**config.mk**
```make
export PLATFORM = sky130hd
export DESIGN_NAME = pipe_hazard_ctrl_flat
export DESIGN_NICKNAME = d
export VERILOG_FILES = /design/src/rtl/pipe_hazard_ctrl_pkg.sv /design/src/rtl/pipe_hazard_ctrl_if.sv /design/src/rtl/pipe_hazard_ctrl_hzd_scoreboard.sv /design/src/rtl/pipe_hazard_ctrl.sv /design/src/flat_wrapper.sv
export SDC_FILE = /design/constraint.sdc
export NUM_CORES = 1
export LEC_CHECK = 0
export ABC_AREA = 1
export CAP_MARGIN = 20
export CORE_MARGIN = 1.5
export CORE_UTILIZATION = 49
export CTS_CLUSTER_SIZE = 20
export DETAILED_ROUTE_END_ITERATION = 16
export HOLD_SLACK_MARGIN = 0.12
export PLACE_DENSITY_LB_ADDON = 0.1
export SYNTH_ARGS = -nofsm -noshare
export SYNTH_HDL_FRONTEND = slang
export SYNTH_SLANG_ARGS = --single-unit
```
**constraint.sdc**
```tcl
create_clock -name clk_i -period 2.2 [get_ports clk_i]
set_input_delay 0.22 -clock clk_i [delete_from_list [all_inputs] [get_ports clk_i]]
set_output_delay 0.22 -clock clk_i [all_outputs]
set_load 0.05 [all_outputs]
```
**src/rtl/pipe_hazard_ctrl_pkg.sv**
```systemverilog
// Shared types and helpers for the pipeline hazard / forwarding controller.
// Build option: PIPE_FWD_EN (see pipe_hazard_ctrl.sv).
package pipe_ctrl_pkg;

    // Widest register address the scoreboard can hold; narrower AW values are zero-extended.
    localparam int RD_W_MAX = 8;

    // Forward-select encoding: 0 reads the register file, k forwards from stage k.
    localparam int FWD_RF = 0;

    // One in-flight destination tracked per stage after ID.
    typedef struct packed {
        logic                valid;
        logic                regwrite;
        logic                memread;
        logic [RD_W_MAX-1:0] rd;
    } sb_entry_t;

    // Bits needed to encode a stage index 0..depth.
    function automatic int stage_w(input int depth);
        return $clog2(depth + 1);
    endfunction

endpackage

```
**src/rtl/pipe_hazard_ctrl_if.sv**
```systemverilog
// ID-stage request / pipeline-control bundle between the CPU datapath (master)
// and the hazard controller (slave).
interface pipe_hazard_ctrl_if
    import pipe_ctrl_pkg::*;
#(
    parameter int AW       = 5,
    parameter int DEPTH    = 3,
    parameter int BR_STAGE = 2
) ();

    localparam int SW = stage_w(DEPTH);

    logic                id_valid_i;
    logic [AW-1:0]       id_rs_i;
    logic [AW-1:0]       id_rt_i;
    logic                id_use_rs_i;
    logic                id_use_rt_i;
    logic                id_regwrite_i;
    logic                id_memread_i;
    logic                id_mc_i;
    logic [AW-1:0]       id_rd_i;
    logic                br_taken_i;
    logic                pc_write_o;
    logic                ifid_write_o;
    logic                idex_bubble_o;
    logic                ex_hold_o;
    logic [BR_STAGE-1:0] flush_o;
    logic [SW-1:0]       fwd_a_o;
    logic [SW-1:0]       fwd_b_o;

    modport master (
        output id_valid_i, id_rs_i, id_rt_i, id_use_rs_i, id_use_rt_i,
               id_regwrite_i, id_memread_i, id_mc_i, id_rd_i, br_taken_i,
        input  pc_write_o, ifid_write_o, idex_bubble_o, ex_hold_o, flush_o,
               fwd_a_o, fwd_b_o
    );

    modport slave (
        input  id_valid_i, id_rs_i, id_rt_i, id_use_rs_i, id_use_rt_i,
               id_regwrite_i, id_memread_i, id_mc_i, id_rd_i, br_taken_i,
        output pc_write_o, ifid_write_o, idex_bubble_o, ex_hold_o, flush_o,
               fwd_a_o, fwd_b_o
    );

endinterface

```
**src/rtl/pipe_hazard_ctrl_hzd_scoreboard.sv**
```systemverilog
// Shadow pipeline of in-flight destinations plus source-match priority.
// Produces the combined stall request and the forward selects for the ID
// instruction. Build option: PIPE_FWD_EN enables forwarding paths; without it
// any pending producer before the last stage stalls ID.
module hzd_scoreboard
    import pipe_ctrl_pkg::*;
#(
    parameter int AW         = 5,
    parameter int DEPTH      = 3,
    parameter int LOAD_STAGE = 2,
    parameter int BR_STAGE   = 2,
    localparam int SW        = stage_w(DEPTH)
) (
    input  logic          clk_i,
    input  logic          rst_i,
    input  logic          id_valid_i,
    input  logic [AW-1:0] id_rs_i,
    input  logic [AW-1:0] id_rt_i,
    input  logic          id_use_rs_i,
    input  logic          id_use_rt_i,
    input  logic          id_regwrite_i,
    input  logic          id_memread_i,
    input  logic [AW-1:0] id_rd_i,
    input  logic          enter_i,
    input  logic          hold_i,
    input  logic          flush_i,
    output logic          stall_o,
    output logic [SW-1:0] fwd_a_o,
    output logic [SW-1:0] fwd_b_o
);

    sb_entry_t [DEPTH:1]  sb_q;
    sb_entry_t [DEPTH:1]  sb_d;
    sb_entry_t            id_entry_s;
    logic [RD_W_MAX-1:0]  rs_s;
    logic [RD_W_MAX-1:0]  rt_s;
    logic [SW-1:0]        sel_a_s;
    logic [SW-1:0]        sel_b_s;
    logic                 ld_a_s;
    logic                 ld_b_s;
    logic                 load_use_s;
    logic                 no_path_s;

    assign rs_s       = RD_W_MAX'(id_rs_i);
    assign rt_s       = RD_W_MAX'(id_rt_i);
    assign id_entry_s = '{valid: id_valid_i, regwrite: id_regwrite_i,
                          memread: id_memread_i, rd: RD_W_MAX'(id_rd_i)};

    // A live producer of a non-zero register that the ID instruction really reads.
    function automatic logic src_match(input sb_entry_t e,
                                       input logic [RD_W_MAX-1:0] src,
                                       input logic use_src);
        return e.valid & e.regwrite & (e.rd != '0) & (e.rd == src) & use_src;
    endfunction

    // Advance the shadow pipeline; a flush kills everything younger than the branch.
    always_comb begin
        sb_d = '0;
        if (flush_i) begin
            sb_d[1] = '0;
        end else if (hold_i) begin
            sb_d[1] = sb_q[1];
        end else if (enter_i) begin
            sb_d[1] = id_entry_s;
        end else begin
            sb_d[1] = '0;
        end
        for (int s = 2; s <= DEPTH; s++) begin
            if (flush_i && (s <= BR_STAGE)) begin
                sb_d[s] = '0;
            end else if (hold_i && (s == 2)) begin
                sb_d[s] = '0;
            end else begin
                sb_d[s] = sb_q[s-1];
            end
        end
    end

    // Youngest matching producer per source; scanning oldest-first lets the youngest overwrite.
    always_comb begin
        sel_a_s = '0;
        sel_b_s = '0;
        ld_a_s  = 1'b0;
        ld_b_s  = 1'b0;
        for (int s = DEPTH; s >= 1; s--) begin
            sel_a_s = src_match(sb_q[s], rs_s, id_valid_i & id_use_rs_i) ? SW'(s) : sel_a_s;
            ld_a_s  = src_match(sb_q[s], rs_s, id_valid_i & id_use_rs_i) ? sb_q[s].memread : ld_a_s;
            sel_b_s = src_match(sb_q[s], rt_s, id_valid_i & id_use_rt_i) ? SW'(s) : sel_b_s;
            ld_b_s  = src_match(sb_q[s], rt_s, id_valid_i & id_use_rt_i) ? sb_q[s].memread : ld_b_s;
        end
    end

    // Stall when load data does not exist yet, or when no forwarding path can supply the value.
    always_comb begin
        load_use_s = (ld_a_s & (sel_a_s != '0) & (sel_a_s < SW'(LOAD_STAGE))) |
                     (ld_b_s & (sel_b_s != '0) & (sel_b_s < SW'(LOAD_STAGE)));
`ifdef PIPE_FWD_EN
        no_path_s = 1'b0;
        fwd_a_o   = ((sel_a_s != '0) && (sel_a_s < SW'(DEPTH))) ? (sel_a_s + SW'(1)) : SW'(FWD_RF);
        fwd_b_o   = ((sel_b_s != '0) && (sel_b_s < SW'(DEPTH))) ? (sel_b_s + SW'(1)) : SW'(FWD_RF);
`else
        no_path_s = ((sel_a_s != '0) & (sel_a_s < SW'(DEPTH))) |
                    ((sel_b_s != '0) & (sel_b_s < SW'(DEPTH)));
        fwd_a_o   = SW'(FWD_RF);
        fwd_b_o   = SW'(FWD_RF);
`endif
        stall_o = load_use_s | no_path_s;
    end

    // Scoreboard state register.
    always_ff @(posedge clk_i or posedge rst_i) begin
        if (rst_i) begin
            sb_q <= '0;
        end else begin
            sb_q <= sb_d;
        end
    end

endmodule

```
**src/rtl/pipe_hazard_ctrl.sv**
```systemverilog
// Hazard, forwarding and flush controller for the in-order pipeline.
// Priority: taken branch > multicycle hold > load-use stall > advance.
// Build option: PIPE_FWD_EN enables forwarding; when undefined the forward
// selects stay at the register-file encoding and dependent instructions stall.
module pipe_hazard_ctrl
    import pipe_ctrl_pkg::*;
#(
    parameter int AW         = 5,
    parameter int DEPTH      = 3,
    parameter int LOAD_STAGE = 2,
    parameter int BR_STAGE   = 2,
    parameter int MC_LAT     = 4
) (
    input  logic              clk_i,
    input  logic              rst_i,
    pipe_hazard_ctrl_if.slave bus
);

    localparam int SW = stage_w(DEPTH);
    localparam int CW = $clog2(MC_LAT);

    logic                br_s;
    logic                hold_s;
    logic                stall_s;
    logic                enter_s;
    logic                pc_write_s;
    logic                ifid_write_s;
    logic                bubble_s;
    logic                ex_hold_s;
    logic [BR_STAGE-1:0] flush_s;
    logic [SW-1:0]       fwd_a_sel_s;
    logic [SW-1:0]       fwd_b_sel_s;
    logic [CW-1:0]       cnt_q;
    logic [CW-1:0]       cnt_d;
    logic [SW-1:0]       fwd_a_q;
    logic [SW-1:0]       fwd_a_d;
    logic [SW-1:0]       fwd_b_q;
    logic [SW-1:0]       fwd_b_d;

    // A branch seen during reset must not flush anything.
    assign br_s   = bus.br_taken_i & ~rst_i;
    assign hold_s = (cnt_q != '0);

    hzd_scoreboard #(
        .AW         (AW),
        .DEPTH      (DEPTH),
        .LOAD_STAGE (LOAD_STAGE),
        .BR_STAGE   (BR_STAGE)
    ) u_sb (
        .clk_i         (clk_i),
        .rst_i         (rst_i),
        .id_valid_i    (bus.id_valid_i),
        .id_rs_i       (bus.id_rs_i),
        .id_rt_i       (bus.id_rt_i),
        .id_use_rs_i   (bus.id_use_rs_i),
        .id_use_rt_i   (bus.id_use_rt_i),
        .id_regwrite_i (bus.id_regwrite_i),
        .id_memread_i  (bus.id_memread_i),
        .id_rd_i       (bus.id_rd_i),
        .enter_i       (enter_s),
        .hold_i        (hold_s),
        .flush_i       (br_s),
        .stall_o       (stall_s),
        .fwd_a_o       (fwd_a_sel_s),
        .fwd_b_o       (fwd_b_sel_s)
    );

    // Resolve branch / hold / stall into the pipeline enables for this cycle.
    always_comb begin
        pc_write_s   = 1'b1;
        ifid_write_s = 1'b1;
        bubble_s     = 1'b0;
        ex_hold_s    = 1'b0;
        flush_s      = '0;
        enter_s      = 1'b0;
        if (br_s) begin
            flush_s = '1;
        end else if (hold_s) begin
            ex_hold_s    = 1'b1;
            pc_write_s   = 1'b0;
            ifid_write_s = 1'b0;
        end else if (stall_s) begin
            pc_write_s   = 1'b0;
            ifid_write_s = 1'b0;
            bubble_s     = 1'b1;
        end else begin
            enter_s = 1'b1;
        end
    end

    // Multicycle counter and EX forward selects follow whatever enters or stays in EX.
    always_comb begin
        cnt_d   = cnt_q;
        fwd_a_d = fwd_a_q;
        fwd_b_d = fwd_b_q;
        if (br_s) begin
            cnt_d   = '0;
            fwd_a_d = SW'(FWD_RF);
            fwd_b_d = SW'(FWD_RF);
        end else if (hold_s) begin
            cnt_d = cnt_q - CW'(1);
        end else if (stall_s) begin
            cnt_d   = '0;
            fwd_a_d = SW'(FWD_RF);
            fwd_b_d = SW'(FWD_RF);
        end else begin
            fwd_a_d = fwd_a_sel_s;
            fwd_b_d = fwd_b_sel_s;
            cnt_d   = (bus.id_valid_i & bus.id_mc_i) ? CW'(MC_LAT - 1) : '0;
        end
    end

    // Counter and forward-select registers.
    always_ff @(posedge clk_i or posedge rst_i) begin
        if (rst_i) begin
            cnt_q   <= '0;
            fwd_a_q <= SW'(FWD_RF);
            fwd_b_q <= SW'(FWD_RF);
        end else begin
            cnt_q   <= cnt_d;
            fwd_a_q <= fwd_a_d;
            fwd_b_q <= fwd_b_d;
        end
    end

    assign bus.pc_write_o    = pc_write_s;
    assign bus.ifid_write_o  = ifid_write_s;
    assign bus.idex_bubble_o = bubble_s;
    assign bus.ex_hold_o     = ex_hold_s;
    assign bus.flush_o       = flush_s;
    assign bus.fwd_a_o       = fwd_a_q;
    assign bus.fwd_b_o       = fwd_b_q;

endmodule

```
**src/flat_wrapper.sv**
```systemverilog
// flat-port wrapper written by rule: the top's interface ports become plain ports
module pipe_hazard_ctrl_flat import pipe_ctrl_pkg::*;
#(
    parameter int AW         = 5,
    parameter int DEPTH      = 3,
    parameter int LOAD_STAGE = 2,
    parameter int BR_STAGE   = 2,
    parameter int MC_LAT     = 4
)
  (clk_i, rst_i, bus_id_valid_i, bus_id_rs_i, bus_id_rt_i, bus_id_use_rs_i, bus_id_use_rt_i, bus_id_regwrite_i, bus_id_memread_i, bus_id_mc_i, bus_id_rd_i, bus_br_taken_i, bus_pc_write_o, bus_ifid_write_o, bus_idex_bubble_o, bus_ex_hold_o, bus_flush_o, bus_fwd_a_o, bus_fwd_b_o);
  pipe_hazard_ctrl_if #(.AW(AW), .DEPTH(DEPTH), .BR_STAGE(BR_STAGE)) bus_i ();
  input  logic clk_i;
  input  logic rst_i;
  input wire logic [$bits(bus_i.id_valid_i)-1:0] bus_id_valid_i;
  input wire logic [$bits(bus_i.id_rs_i)-1:0] bus_id_rs_i;
  input wire logic [$bits(bus_i.id_rt_i)-1:0] bus_id_rt_i;
  input wire logic [$bits(bus_i.id_use_rs_i)-1:0] bus_id_use_rs_i;
  input wire logic [$bits(bus_i.id_use_rt_i)-1:0] bus_id_use_rt_i;
  input wire logic [$bits(bus_i.id_regwrite_i)-1:0] bus_id_regwrite_i;
  input wire logic [$bits(bus_i.id_memread_i)-1:0] bus_id_memread_i;
  input wire logic [$bits(bus_i.id_mc_i)-1:0] bus_id_mc_i;
  input wire logic [$bits(bus_i.id_rd_i)-1:0] bus_id_rd_i;
  input wire logic [$bits(bus_i.br_taken_i)-1:0] bus_br_taken_i;
  output wire logic [$bits(bus_i.pc_write_o)-1:0] bus_pc_write_o;
  output wire logic [$bits(bus_i.ifid_write_o)-1:0] bus_ifid_write_o;
  output wire logic [$bits(bus_i.idex_bubble_o)-1:0] bus_idex_bubble_o;
  output wire logic [$bits(bus_i.ex_hold_o)-1:0] bus_ex_hold_o;
  output wire logic [$bits(bus_i.flush_o)-1:0] bus_flush_o;
  output wire logic [$bits(bus_i.fwd_a_o)-1:0] bus_fwd_a_o;
  output wire logic [$bits(bus_i.fwd_b_o)-1:0] bus_fwd_b_o;
  assign bus_i.id_valid_i = bus_id_valid_i;
  assign bus_i.id_rs_i = bus_id_rs_i;
  assign bus_i.id_rt_i = bus_id_rt_i;
  assign bus_i.id_use_rs_i = bus_id_use_rs_i;
  assign bus_i.id_use_rt_i = bus_id_use_rt_i;
  assign bus_i.id_regwrite_i = bus_id_regwrite_i;
  assign bus_i.id_memread_i = bus_id_memread_i;
  assign bus_i.id_mc_i = bus_id_mc_i;
  assign bus_i.id_rd_i = bus_id_rd_i;
  assign bus_i.br_taken_i = bus_br_taken_i;
  assign bus_pc_write_o = bus_i.pc_write_o;
  assign bus_ifid_write_o = bus_i.ifid_write_o;
  assign bus_idex_bubble_o = bus_i.idex_bubble_o;
  assign bus_ex_hold_o = bus_i.ex_hold_o;
  assign bus_flush_o = bus_i.flush_o;
  assign bus_fwd_a_o = bus_i.fwd_a_o;
  assign bus_fwd_b_o = bus_i.fwd_b_o;
  pipe_hazard_ctrl #(.AW(AW), .DEPTH(DEPTH), .LOAD_STAGE(LOAD_STAGE), .BR_STAGE(BR_STAGE), .MC_LAT(MC_LAT)) u_core (.clk_i(clk_i), .rst_i(rst_i), .bus(bus_i));
endmodule
```
==> results by stage <==
Status:
- The flow ran to the end, and the final reports show no timing, DRC or antenna violations.

Synthesis:
- Summed over all instances, the cell type with the most area after synthesis is dfrtp_1.
- The mean instance size in the synthesized netlist is 7.51 µm².
- The most instantiated library cell after synthesis is nand2_1.
- Synthesis produced 146 cells.
- The share of flip-flops with an asynchronous set or reset is 100%.
- Counting distinct cell types in the post-synthesis netlist gives 21.
- Yosys printed 0 warnings.
- By area the synthesized netlist is led by dfrtp_1, nand2_1, xnor2_1.
- The synthesized design contains 16 register bits.
- The post-synthesis cell area is 0.00110 mm².
- The most instantiated flip-flop cell in the synthesis netlist is dfrtp_1.
- The count of flip-flops with a built-in enable after synthesis is 0.
- Counting instances in the post-synthesis netlist gives the leading cell types as nand2_1, nor2_1, dfrtp_1.
- The share of synthesized area in the top cell type comes to 36.5%.
- The sequential share of the synthesized area is 36.5%.

Setup path:
- The path type of the worst setup path is reg2out.
- The worst setup path is launched from a register.
- In this design, the largest share of critical-path delay is due to simple AND/OR/NAND/NOR gates.
- The largest stage delay on the critical path is 0.42 ns.
- Of all nets on the critical path, the largest fanout is 9.
- The endpoint kind of the worst setup timing path is an output pin.
- Walking the worst path, the cells encountered are nor2_1, nand3_1, nand2_1, inv_1, nand3_1, nand2_2, nand2_4, and2_4, nand2_2, nand2_2, buf_12.
- The number of buffers and inverters on the critical path is 2.
- The highest-delay cell along the critical path is dfrtp_1.
- The data arrival time of the worst path is 1.84 ns.
- The required time of the worst setup path is 1.98 ns.
- The cell repeated most along the worst path is nand2_2.

Layout:
- The post-route netlist has 20.8% of its cells at a drive strength greater than 1.
- After the last flow step, the layout net total stands at 203.
- The final design area excluding fillers is 0.00151 mm².
- The number of antenna repair diodes is 0.
- From synthesis to final layout, the design area changed by 37.4%.

Detailed routing:
- The first detailed-routing pass ran for 4 iterations.
- The number of vias after detailed routing is 982.
- The routed length per placed instance is 11.7 µm.
- The remaining antenna violation count is 0.
- For this block, the routed nets add up to 2.41 mm of wire.
- The DRC violation count after routing is 0.
- After the first detailed-routing iteration, the DRC count stood at 14.
- In the routed layout, each cell is associated on average with a via count of 4.79.

Floorplan:
- Pin placement for this block handled 34 I/O pins.
- The die is 50.3 µm tall.
- The core area is 0.00204 mm².
- The die covers 0.00253 mm².
- From left edge to right edge, the die measures 50.3 µm.
- The initialized floorplan defines 16 standard-cell rows.
- Once the floorplan was initialized, standard cells occupied 53.7% of the core.

STA:
- Setup repair after global routing left no endpoint under its margin.
- The max-slew violation count is 0.
- The final worst-path cycle share is 93.6%.
- The post-route minimum period is 2.06 ns.
- The setup violation total in the final timing report is 0.
- The largest clock skew in the final design is 0.00446 ns.
- Setup slack closes at 0.141 ns.
- The number of endpoints with negative hold slack in the final report is 0.
- Adding up every negative setup slack in the final design gives 0 ns.
- Static timing analysis puts the maximum clock frequency at 486 MHz.

Clock network:
- The CTS buffer count is 3.
- The clock latency on the worst-skew pair is 0.28 ns.
- TritonCTS built the clock tree.
- For this design, the sink count on the clock tree is 16.
- The maximum buffer depth of the clock tree is 2.
- The library cell used as clock root buffer is clkbuf_4.
- Clock-pin slew was measured on the worst setup and hold paths at 0.09 ns.
- The depth of the CTS H-tree is 1.

Placement:
- After legalization and detailed placement, the total HPWL measured 1.86 mm.
- The placed cell area is 0.00144 mm².
- The count of input and output buffers is 28.
- Prior to clock tree synthesis, the placed netlist has a worst setup slack of 0.168 ns.
- The congestion estimate from routability-driven global placement came to 0.806.

Power:
- The cell leakage power is 0.785 nW.
- IR analysis of the VDD net gives a maximum drop of 0.888 mV.
- Overall power consumption after layout is estimated at 1.66 mW.
- The power density of the placed cells is 1100 mW/mm².

Global route:
- The number of antenna violations at the first check in global routing came to 0.
- Entering global routing, the biggest net connects 17 pins.
- The combined global-route utilization of all metal layers is 20.8%.
- The number of global-route vias before repair is 996.
- The aggregate global routing overflow is 0.
- The first global-routing pass estimated 4.08 mm of wire.

Worst hold path:
- In this run the worst hold path is classified as in2async.

Flow run:
- Across the run, the number of max-cap violations was 0.
state kept, by name, summed over array words and instances, names as in the netlist:
signal and count:
u_core.u_sb.sb_d 7, u_core.cnt_q 2, u_core.u_sb.sb_q 7
cell usage in the layout, fill, tap and decap left out, types with 4 or more instances in the layout:
| master | n |
|---|---|
| buf_12 | 6 |
| buf_4 | 5 |
| clkdlybuf4s50_1 | 22 |
| conb_1 | 4 |
| dfrtp_1 | 12 |
| dfrtp_2 | 4 |
| inv_1 | 12 |
| nand2_1 | 40 |
| nand2_2 | 5 |
| nand3_1 | 4 |
| nand4_1 | 7 |
| nor2_1 | 18 |
| nor2_2 | 4 |
| xnor2_1 | 8 |
| xor2_1 | 9 |
final cells by class:
cell class                 instances  area, µm²
tap                               27       33.8
timing repair buffer              33        378
fill                             173        536
multi-input combinational        110        597
inverter                          15       56.3
sequential                        16        405
clock buffer                       4       36.3
repair_timing:
action                                 in CTS  in global routing
buffers inserted                            0                  2
setup endpoints to repair                   0                  3
gates resized for setup                     0                  7
endpoints found under the hold margin       0                  0
hold buffers                                0                  0
path summary, 6_finish.rpt:
path | from | end | slack (ns) | cells past startpoint
min in group clk_i | bus_id_rd_i[1] | u_core.u_sb.sb_q[1] | 0.49 | 3
setup reg to reg | u_core.u_sb.sb_d[22] | u_core.cnt_q[1] | 0.82 | 9
max in group asynchronous | rst_i | u_core.u_sb.sb_q[3] | 1.73 | 3
setup / recovery | u_core.u_sb.sb_d[22] | bus_pc_write_o | 0.14 | 11
hold / removal | rst_i | u_core.u_sb.sb_d[24] | 0.28 | 3
hold reg to reg | u_core.u_sb.sb_q[10] | u_core.u_sb.sb_q[10] | 0.53 | 2
report_power, final:
| part | total [mW] | switching, mW | leakage [nW] | internal [mW] |
|---|---|---|---|---|
| clock network | 0.189 | 0.0881 | 0.0210 | 0.101 |
| logic | 0.903 | 0.482 | 0.560 | 0.420 |
| registers | 0.573 | 0.152 | 0.205 | 0.421 |
worst min-delay path, stage by stage:
cell and delay [ns]:
clkdlybuf4s50_1 0.40, inv_1 0.08, buf_4 0.24
layer usage:
layer / global-route usage (%) / part of all wire, % / vias up
li1: - / - / 500
met1: 23.5 / 42 / 449
met2: 39.0 / 51 / 31
met3: 4.17 / 6.3 / 2
met4: 6.31 / 0.58 / 0
met5: 0 / 0 / -
per-stage QoR:
stage          utilization, %  cells  hold slack [ns]
6_report                 73.8    205            0.283
5_1_grt                  73.8    205            0.298
4_1_cts                  72.2    203            0.286
3_5_place_dp             70.4    199            0.506
3_3_place_gp             70.4    199            0.496
2_1_floorplan               -    149            0.142
cell families (layout without fill, tap and decap cells):
logic type      Yosys count  after routing  synth area share [%]
xor+xnor                 18             18                  14.4
buf+inv                  23             52                  11.2
other cells               1              4                 0.342
compound gates            3              3                  1.37
flops                    16             16                  36.5
simple gates             85             85                  36.2
No activity file was read; power rests on OpenSTA's default activity.
